`config.mk`:
```
export PLATFORM = sky130hd
export DESIGN_NAME = sipo_rx_deserializer
export DESIGN_NICKNAME = d
export VERILOG_FILES = /design/src/rtl/usb_bit_pkg.sv /design/src/rtl/usb_bit_unstuffer.sv /design/src/rtl/sipo_rx_deserializer.sv
export SDC_FILE = /design/constraint.sdc
export NUM_CORES = 1
export LEC_CHECK = 0
export BUFFER_PORTS_ARGS = -buffer_cell sky130_fd_sc_hd__clkbuf_2
export CAP_MARGIN = 10
export CORE_MARGIN = 4
export CORE_UTILIZATION = 47
export CTS_CLUSTER_DIAMETER = 120
export DETAILED_ROUTE_END_ITERATION = 7
export HOLD_SLACK_MARGIN = 0.12
export MAX_ROUTING_LAYER = met4
export PLACE_DENSITY_LB_ADDON = 0.2
export SLEW_MARGIN = 20
export SYNTH_ARGS = -nofsm -noshare
export SYNTH_HDL_FRONTEND = slang
export SYNTH_SLANG_ARGS = --single-unit
```
`constraint.sdc`:
```
create_clock -name clk -period 1.3 [get_ports clk]
set_input_delay 0.26 -clock clk [delete_from_list [all_inputs] [get_ports clk]]
set_output_delay 0.26 -clock clk [all_outputs]
set_load 0.05 [all_outputs]
```
`src/rtl/usb_bit_pkg.sv`:
```
// Bit-level constants and receive FSM state type shared by the USB transmit stuffer and
// receive deserializer.
package usb_bit_pkg;

   localparam int unsigned USB_BYTE_W      = 8;
   localparam int unsigned USB_STUFF_LIMIT = 6;

   typedef enum logic [1:0] {
      IDLE,
      SHIFT,
      ERROR
   } rx_state_t;

endpackage

```
`src/rtl/usb_bit_unstuffer.sv`:
```
// Counts consecutive accepted 1s and classifies each strobed bit as data, a stuff bit to drop,
// or a stuff violation (a 1 where a stuff 0 was required).
module usb_bit_unstuffer
   import usb_bit_pkg::*;
#(
   parameter int unsigned STUFF_LIMIT = USB_STUFF_LIMIT
) (
   input  logic clk,
   input  logic nRST,
   input  logic clear,
   input  logic strobe,
   input  logic serial_bit,
   output logic bit_accept,
   output logic stuff_drop,
   output logic stuff_violation
);

   localparam int unsigned OnesW = $clog2(STUFF_LIMIT + 1);

   logic [OnesW-1:0] ones_cnt_q, ones_cnt_d;
   logic             at_limit;

   assign at_limit        = (ones_cnt_q == OnesW'(STUFF_LIMIT));
   assign bit_accept      = strobe && !at_limit;
   assign stuff_drop      = strobe && at_limit && !serial_bit;
   assign stuff_violation = strobe && at_limit && serial_bit;

   // Accepted bits never occur at the limit, so the increment saturates by construction.
   always_comb begin
      ones_cnt_d = ones_cnt_q;
      if (clear) begin
         ones_cnt_d = '0;
      end else if (strobe && at_limit) begin
         ones_cnt_d = '0;
      end else if (bit_accept) begin
         ones_cnt_d = serial_bit ? ones_cnt_q + 1'b1 : '0;
      end
   end

   always_ff @(posedge clk or negedge nRST) begin
      if (!nRST) begin
         ones_cnt_q <= '0;
      end else begin
         ones_cnt_q <= ones_cnt_d;
      end
   end

endmodule

```
`src/rtl/sipo_rx_deserializer.sv`:
```
// Receive SIPO: MSB-first serial bits into bytes behind a one-entry valid/ready holding register.
// Define USB_BIT_UNSTUFF_EN to enable USB stuff-bit removal and stuff_err reporting.
module sipo_rx_deserializer
   import usb_bit_pkg::*;
#(
   parameter int unsigned DATA_W      = USB_BYTE_W,
   parameter int unsigned STUFF_LIMIT = USB_STUFF_LIMIT
) (
   input  logic              clk,
   input  logic              nRST,
   input  logic              rx_active,
   input  logic              sample_enable,
   input  logic              serial_in,
   output logic [DATA_W-1:0] data_out,
   output logic              data_valid,
   input  logic              data_ready,
   output logic              overrun,
   output logic              stuff_err,
   output logic              frame_err
);

   localparam int unsigned     CntW    = (DATA_W > 1) ? $clog2(DATA_W) : 1;
   localparam logic [CntW-1:0] LastBit = CntW'(DATA_W - 1);

   rx_state_t         state_q, state_d;
   logic              rx_active_q;
   logic [DATA_W-1:0] shreg_q, shreg_d;
   logic [DATA_W-1:0] hold_q, hold_d;
   logic [DATA_W-1:0] new_byte;
   logic [CntW-1:0]   bit_cnt_q, bit_cnt_d;
   logic              valid_q, valid_d;
   logic              overrun_q, overrun_d;
   logic              stuff_err_q, stuff_err_d;
   logic              frame_err_q, frame_err_d;
   logic              strobe, bit_accept, stuff_violation;
   logic              complete, consume, rise, fall;

   assign strobe   = sample_enable && rx_active && (state_q == SHIFT);
   assign new_byte = {shreg_q[DATA_W-2:0], serial_in};
   assign complete = bit_accept && (bit_cnt_q == LastBit);
   assign consume  = valid_q && data_ready;
   assign rise     = rx_active && !rx_active_q;
   assign fall     = rx_active_q && !rx_active;

`ifdef USB_BIT_UNSTUFF_EN
   logic stuff_drop;

   usb_bit_unstuffer #(
      .STUFF_LIMIT(STUFF_LIMIT)
   ) u_unstuffer (
      .clk            (clk),
      .nRST           (nRST),
      .clear          (!rx_active),
      .strobe         (strobe),
      .serial_bit     (serial_in),
      .bit_accept     (bit_accept),
      .stuff_drop     (stuff_drop),
      .stuff_violation(stuff_violation)
   );
`else
   assign bit_accept      = strobe;
   assign stuff_violation = 1'b0;
`endif

   always_comb begin
      state_d     = state_q;
      shreg_d     = shreg_q;
      bit_cnt_d   = bit_cnt_q;
      hold_d      = hold_q;
      valid_d     = valid_q;
      overrun_d   = 1'b0;
      stuff_err_d = stuff_err_q;
      frame_err_d = 1'b0;

      if (consume) begin
         valid_d = 1'b0;
      end
      // A byte may load in the same cycle the previous one is consumed.
      if (complete) begin
         if (!valid_q || consume) begin
            hold_d  = new_byte;
            valid_d = 1'b1;
         end else begin
            overrun_d = 1'b1;
         end
      end

      if (!rx_active) begin
         state_d     = IDLE;
         shreg_d     = '0;
         bit_cnt_d   = '0;
         stuff_err_d = 1'b0;
         frame_err_d = fall && (state_q == SHIFT) && (bit_cnt_q != '0);
      end else begin
         unique case (state_q)
            IDLE: begin
               if (rise) begin
                  state_d = SHIFT;
               end
            end
            SHIFT: begin
               if (stuff_violation) begin
                  state_d     = ERROR;
                  stuff_err_d = 1'b1;
                  shreg_d     = '0;
                  bit_cnt_d   = '0;
               end else if (bit_accept) begin
                  shreg_d   = new_byte;
                  bit_cnt_d = complete ? '0 : bit_cnt_q + 1'b1;
               end
            end
            ERROR: begin
               state_d = ERROR;
            end
            default: begin
               state_d = IDLE;
            end
         endcase
      end
   end

   always_ff @(posedge clk or negedge nRST) begin
      if (!nRST) begin
         state_q     <= IDLE;
         rx_active_q <= 1'b0;
         shreg_q     <= '0;
         bit_cnt_q   <= '0;
         hold_q      <= '0;
         valid_q     <= 1'b0;
         overrun_q   <= 1'b0;
         stuff_err_q <= 1'b0;
         frame_err_q <= 1'b0;
      end else begin
         state_q     <= state_d;
         rx_active_q <= rx_active;
         shreg_q     <= shreg_d;
         bit_cnt_q   <= bit_cnt_d;
         hold_q      <= hold_d;
         valid_q     <= valid_d;
         overrun_q   <= overrun_d;
         stuff_err_q <= stuff_err_d;
         frame_err_q <= frame_err_d;
      end
   end

   assign data_out   = hold_q;
   assign data_valid = valid_q;
   assign overrun    = overrun_q;
   assign stuff_err  = stuff_err_q;
   assign frame_err  = frame_err_q;

endmodule

```
==> results.md, run 1 <==
* Worst-path clk slew at 0.12 ns
* Detailed-route via count at 669
* 1st-iter DRT viols at 5
* Adder-Cell Fraction of Synth Area at 0.0378
* Period utilization at 1.04
* Number of CTS-inserted buffers at 3
* Post-synthesis sequential area ratio at 0.605
* Top-count cell post-synth: dfrtp_1
* Die X-Extent at 53.9 um
* Peak VDD IR at 0.000573 V
* Worst slack, placed at -0.0229 ns
* Core area at 1980 um2
* Top cell type's share of synthesized area at 0.605
* Ys async rst share at 1.00
* Pint at 901 uW
* RSZ-0062 raised after global routing: yes
* Vias per cell at 4.85
* Number of synthesized register bits at 24
* CP Max Fanout at 8
* Power per Cell Area at 946 nW/um2
* Leak Pwr at 0.609 nW
* Synth top cells by count: dfrtp_1 (24), nand2_1 (20), o21ai_0 (9)
* Post-synth EDFFs at 0
* Synth area leader: dfrtp_1
* Final hold violation count at 0
* Die Footprint at 2910 um2
* Clock Sink Count at 24
* Antenna diode count at 0
* Rows at 16
* Yosys warnings at 0
* Comb pwr share at 0.063
* Hold Crit Class: input pin to flip-flop
* Synth Area in Compound Gates at 0.0504
* Main flop type after synthesis: dfrtp_1
* Final setup margin at -0.0550 ns
* Antenna violations before repair at 0
* Pin count of the biggest net entering global routing at 25
* Yosys cell types at 19
* Area delta synth->final at 22.7%
* Gpl congestion at 0.697
* Final Setup Violations at 8
* Mapped Cells at 85
* Max-Cap Viols at 0
* Initial Utilization at 0.501
* Hpwl dp at 1220 um
* Post-layout minimum cycle time at 1.35 ns
* Finished Layout Cells at 138
* Status: complete, but fails checks
* First-pass GRT wire length at 3020 um
* Clock network power share at 0.277
* Sequential share of power at 0.660
* Final Skew at 0.00461 ns
* Post-synthesis simple-gate area fraction at 0.164
* Main combinational cell family by area after synthesis: simple AND/OR/NAND/NOR gates
* Average size of a mapped cell at 11.7 um2
* Remaining antenna violation count at 0
* Placed cell count at 132
* Share of cells above drive strength 1 at 0.378
* Worst path required time at 1.50 ns
* CTS tree: done
* Worst EP arrival at 1.56 ns
* Vias in the first global route at 706
* Remaining DRCs at 0
* # IOs at 18
* Area contributors post-synth: dfrtp_1 (61%), mux2_2 (9.1%), nand2_1 (7.6%)
* Mux contribution to synthesized area at 0.101
* Switching Share at 0.217
* Switch Pwr at 250 uW
* First-pass DRT Iterations at 4
* CTS HTree Levels at 1
* Final Max Slew Viols at 0
* Die Y at 53.9 um
* Crit start category: flip-flop
* Mapped cell area at 992 um2
* Setup TNS at -0.364 ns
* Crit. End Element: flip-flop
* Fill cells at 181
* Violated checks: setup timing
* Xor and xnor area share after synthesis at 0
* Average wire per standard cell at 12.3 um
* Syn nets at 94
* Clock buffer depth at 2
* Clock insertion delay at the later pin of the skew report at 0.30 ns
* GRT Total Usage at 0.153
* Max Fclk at 0.738 GHz
* Setup CP Type: flip-flop to flip-flop
* Root Buffer: clkbuf_4
* GRT overflow at 0
* PortBufs at 16
* Final WL at 1700 um
* # nets final at 121
## sequential cells by signal, indices dropped and copies added, names as in the netlist
signal       cells
bit_cnt_q        3
data_out         8
data_valid       1
frame_err        1
overrun          1
rx_active_q      1
shreg_q          7
state_q          2
## through the flow
stage	area (um2)	utilization	power, mW	hold slack, ns
6_report	1220	0.614	1.15	0.187
4_1_cts	1200	0.607	1.17	0.176
2_1_floorplan	1010	-	0.807	-0.0356
5_1_grt	1220	0.614	1.21	0.202
3_5_place_dp	1160	0.583	0.843	0.259
3_3_place_gp	1160	0.583	0.841	0.252
## critical path, stage by stage (launching register included)
cell	delay (ns)
dfrtp_1	0.41
ha_2	0.20
ha_4	0.17
nand3_4	0.12
mux2_2	0.35
## worst paths after layout
check	depth (start not counted)	slack [ns]	endpoint	startpoint
max	4	-0.05	data_out[1]$_DFFE_PN0P_	bit_cnt_q[0]$_DFFE_PN0P_
min	3	0.19	shreg_q[0]$_DFFE_PN0P_	serial_in
max reg2reg	4	-0.05	data_out[1]$_DFFE_PN0P_	bit_cnt_q[0]$_DFFE_PN0P_
min reg2reg	1	0.50	state_q[1]$_DFFE_PN0P_	state_q[0]$_DFFE_PN0P_
max in group asynchronous	3	0.61	data_valid$_DFF_PN0_	nRST
min in group asynchronous	3	0.45	data_out[7]$_DFFE_PN0P_	nRST
## cell families (layout without fill, tap and decap cells)
group | Yosys count | count (layout)
adders and majority gates | 3 | 3
buffers and inverters | 7 | 33
DFF | 24 | 24
other | 1 | 1
and+or+nand+nor | 31 | 31
muxes | 9 | 9
AOI/OAI and AO/OA | 10 | 10
## cell type report
class	instances	area [um2]	area share
Timing Repair Buffer	26	158	0.129
Inverter	3	11.3	0.00925
Tap cell	27	33.8	0.0277
Multi-Input combinational cell	54	387	0.318
Sequential cell	24	602	0.494
Clock buffer	4	26.3	0.0216
## layout by cell type (no fill, tap or decap)
cell / instances
dfrtp_1: 23
nand2_1: 20
clkbuf_2: 16
o21ai_0: 9
buf_4: 9
mux2_2: 4
mux2_4: 4
inv_1: 3
clkbuf_4: 3
nor2_1: 2
nor2b_1: 2
nand4bb_1: 1
a21oi_1: 1
and4b_4: 1
nand2b_1: 1
nand3_4: 1
nor2_2: 1
mux2i_1: 1
nand3b_1: 1
nor3b_1: 1
ha_1: 1
ha_2: 1
ha_4: 1
conb_1: 1
clkbuf_1: 1
dfrtp_2: 1
dlygate4sd3_1: 1
## routing by layer
| metal | routed length, um | share of wire | track usage | vias to the layer above |
|---|---|---|---|---|
| li1 | - | - | - | 330 |
| met1 | 753 | 0.44 | 0.176 | 322 |
| met2 | 830 | 0.49 | 0.246 | 13 |
| met3 | 88 | 0.052 | 0.0416 | 4 |
| met4 | 28 | 0.016 | 0.0723 | 0 |
| met5 | 0 | 0 | - | - |
## repair_timing
action | in CTS | in global routing
setup buffers | 1 | 0
hold buffers | 1 | 0
endpoints found under the setup margin | 8 | 9
gates cloned | 0 | 0
endpoints found under the hold margin | 24 | 0
gates resized for setup | 1 | 4
## power by group through the flow
stage	Sequential, mW	Clock [mW]	Combinational (mW)
after floorplan	0.774	0	0.0331
after global placement	0.773	0	0.0672
after detailed placement	0.774	0	0.0686
after CTS	0.760	0.333	0.0734
after global routing	0.762	0.363	0.0826
final	0.760	0.319	0.0722
No activity file was read; power rests on OpenSTA's default activity.
==> inputs of run 2 (changes only) <==
--- a/config.mk
+++ b/config.mk
@@ -14,6 +14,7 @@
 export HOLD_SLACK_MARGIN = 0.12
 export MAX_ROUTING_LAYER = met4
 export PLACE_DENSITY_LB_ADDON = 0.2
+export SKIP_CTS_REPAIR_TIMING = 1
 export SLEW_MARGIN = 20
 export SYNTH_ARGS = -nofsm -noshare
 export SYNTH_HDL_FRONTEND = slang
==> run 2 against run 1 <==
The flow still finishes with violations (setup timing); global-route usage is 0.24 points lower; combinational power hardly changed; cell count stayed put; hold slack better by 0.00070 ns; critical path depth is 1 lower; count of clock-buffer cells in the layout stayed put; non-clock buffer count stayed put; cell area is 0.62% lower; worst setup slack better by 0.024 ns; clock skew is 0.0028 ns lower; utilization is 0.38 points lower; routed wire length is 1.2% lower; critical endpoint is now data_out[2]$_DFFE_PN0P_; largest power group unchanged.
==> results.md, run 2 (same netlist as run 1, synthesis figures left out) <==
* Min-delay src: serial_in (unchanged)
* Number of CTS-inserted buffers at 3 (unchanged)
* Commonest non-fill, non-tap cell in the layout: dfrtp_1 (unchanged)
* Status: complete, but fails checks (unchanged)
* Total power at 1.15 mW (about the same)
* First-pass GRT wire length at 2980 um (was 3020 um)
* Peak VDD IR at 0.000575 V (was 0.000573 V)
* GRT Total Usage at 0.151 (was 0.153)
* Switching Share at 0.216 (was 0.217)
* Area delta synth->final at 21.9% (was 22.7%)
* Clock Sink Count at 24 (unchanged)
* Die Y at 53.9 um (unchanged)
* Comb pwr share at 0.063 (about the same)
* Die Footprint at 2910 um2 (unchanged)
* RSZ-0062 raised after global routing: yes (unchanged)
* Crit. End Element: flip-flop (unchanged)
* Fill cells at 182 (was 181)
* Share of cells above drive strength 1 at 0.378 (unchanged)
* Clock insertion delay at the later pin of the skew report at 0.30 ns (about the same)
* Area after DPL at 1160 um2 (unchanged)
* Final Skew at 0.00181 ns (was 0.00461 ns)
* Worst EP arrival at 1.53 ns (was 1.56 ns)
* Hold Crit Class: input pin to flip-flop (unchanged)
* Final Max Slew Viols at 0 (unchanged)
* GRT overflow at 0 (unchanged)
* Antenna violations before repair at 0 (unchanged)
* Average wire per standard cell at 12.2 um (was 12.3 um)
* Crit start category: flip-flop (unchanged)
* Antenna diode count at 0 (unchanged)
* Final core occ at 0.610 (was 0.614)
* Pin count of the biggest net entering global routing at 25 (unchanged)
* Reg-to-reg startpoint: state_q[1]$_DFFE_PN0P_ (was bit_cnt_q[0]$_DFFE_PN0P_)
* Sequential share of power at 0.661 (was 0.660)
* Vias in the first global route at 693 (was 706)
* Setup CP Type: flip-flop to flip-flop (unchanged)
* Min-Delay Path Depth at 3 (unchanged)
* Crit path from: state_q[1]$_DFFE_PN0P_ (was bit_cnt_q[0]$_DFFE_PN0P_)
* Die X-Extent at 53.9 um (unchanged)
* Hpwl dp at 1220 um (unchanged)
* Remaining DRCs at 0 (unchanged)
* Reg2Reg Capture Point: data_out[2]$_DFFE_PN0P_ (was data_out[1]$_DFFE_PN0P_)
* Clock network power share at 0.276 (was 0.277)
* Detailed-route via count at 657 (was 669)
* Final setup margin at -0.0313 ns (was -0.0550 ns)
* Vias per cell at 4.76 (was 4.85)
* 1st-iter DRT viols at 5 (unchanged)
* Worst slack, placed at -0.0229 ns (unchanged)
* Worst path required time at 1.50 ns (about the same)
* CTS HTree Levels at 1 (unchanged)
* Gpl congestion at 0.697 (unchanged)
* Max Fclk at 0.751 GHz (was 0.738 GHz)
* CP Max Fanout at 8 (unchanged)
* # IOs at 18 (unchanged)
* Root Buffer: clkbuf_4 (unchanged)
* Final hold violation count at 0 (unchanged)
* Critical-path top delay cell: dfrtp_1 (unchanged)
* Clock buffer depth at 2 (unchanged)
* Hold EP: shreg_q[0]$_DFFE_PN0P_ (unchanged)
* Worst-path clk slew at 0.12 ns (about the same)
* Setup TNS at -0.225 ns (was -0.364 ns)
* # nets final at 121 (unchanged)
* Initial Utilization at 0.501 (unchanged)
* Slowest stage delay, CP at 0.39 ns (was 0.41 ns)
* Max reg flops at 8 (unchanged)
* Leak Pwr at 0.602 nW (was 0.609 nW)
* FF-to-FF setup slack at -0.03 ns (was -0.05 ns)
* Violated checks: setup timing (unchanged)
* Final WL at 1680 um (was 1700 um)
* Rows at 16 (unchanged)
* Post-layout minimum cycle time at 1.33 ns (was 1.35 ns)
* Max-Cap Viols at 0 (unchanged)
* Power per Cell Area at 950 nW/um2 (was 946 nW/um2)
* Remaining antenna violation count at 0 (unchanged)
* CP Cell Sequence: and4b_4 -> nand3_4 -> mux2_4 (was ha_2 -> ha_4 -> nand3_4 -> mux2_2)
* First-pass DRT Iterations at 2 (was 4)
* Period utilization at 1.02 (was 1.04)
* Core area at 1980 um2 (unchanged)
* R2R depth at 3 (was 4)
* Post-route design area at 1210 um2 (was 1220 um2)
* Final Setup Violations at 8 (unchanged)
* Pint at 901 uW (about the same)
* Commonest non-fill, non-tap cells in the layout: dfrtp_1 (23), nand2_1 (20), clkbuf_2 (16), o21ai_0 (9), buf_4 (9) (unchanged)
* Switch Pwr at 248 uW (was 250 uW)
* CTS tree: done (unchanged)
* PortBufs at 16 (unchanged)
==> run 2: cell types whose count changed in the layout (fill, tap and decap cells not counted) <==
cell	change
mux2_4	-2
mux2_2	+2
==> run 2: layout make-up <==
class / count / area (um2) / share of cell area
Timing Repair Buffer: 26 / 158 / 0.130
Inverter: 3 / 11.3 / 0.00931
Multi-Input combinational cell: 54 / 379 / 0.313
Clock buffer: 4 / 26.3 / 0.0217
Sequential cell: 24 / 602 / 0.497
Tap cell: 27 / 33.8 / 0.0279
==> run 2: how the worst max path moves through the flow <==
stage                     slack [ns]                       to  depth (start not counted)
after floorplan                0.002  data_out[0]$_DFFE_PN0P_                          4
after global placement         0.001  data_out[2]$_DFFE_PN0P_                          4
after detailed placement       -0.02  data_out[2]$_DFFE_PN0P_                          4
after CTS                      -0.05  data_out[2]$_DFFE_PN0P_                          4
after global routing           -0.09  data_out[0]$_DFFE_PN0P_                          4
final                          -0.03  data_out[2]$_DFFE_PN0P_                          3
==> run 2: per-stage QoR <==
| step | hold WS (ns) | cells |
|---|---|---|
| after floorplan | -0.0356 | 85 |
| after global placement | 0.252 | 132 |
| after detailed placement | 0.259 | 132 |
| after CTS | -0.0810 | 136 |
| after global routing | 0.211 | 138 |
| final | 0.188 | 138 |
==> run 2: layer usage <==
metal / up-vias / share of wire / track usage
met4: 0 / 0.011 / 0.0638
met1: 314 / 0.45 / 0.178
li1: 328 / - / -
met3: 2 / 0.051 / 0.0388
met5: - / 0 / -
met2: 13 / 0.49 / 0.242
==> run 2: critical path, delay by kind of cell (launching register included) <==
family / cells / cell delay, ns
AND/OR/NAND/NOR: 2 / 0.51
flip-flops: 1 / 0.39
multiplexers: 1 / 0.33
==> run 2: power by group through the flow <==
stage                     registers, mW  clock network [mW]  logic (mW)
after floorplan                   0.774                   0      0.0331
after global placement            0.773                   0      0.0672
after detailed placement          0.774                   0      0.0686
after CTS                         0.760               0.333      0.0691
after global routing              0.761               0.363      0.0824
final                             0.760               0.318      0.0725
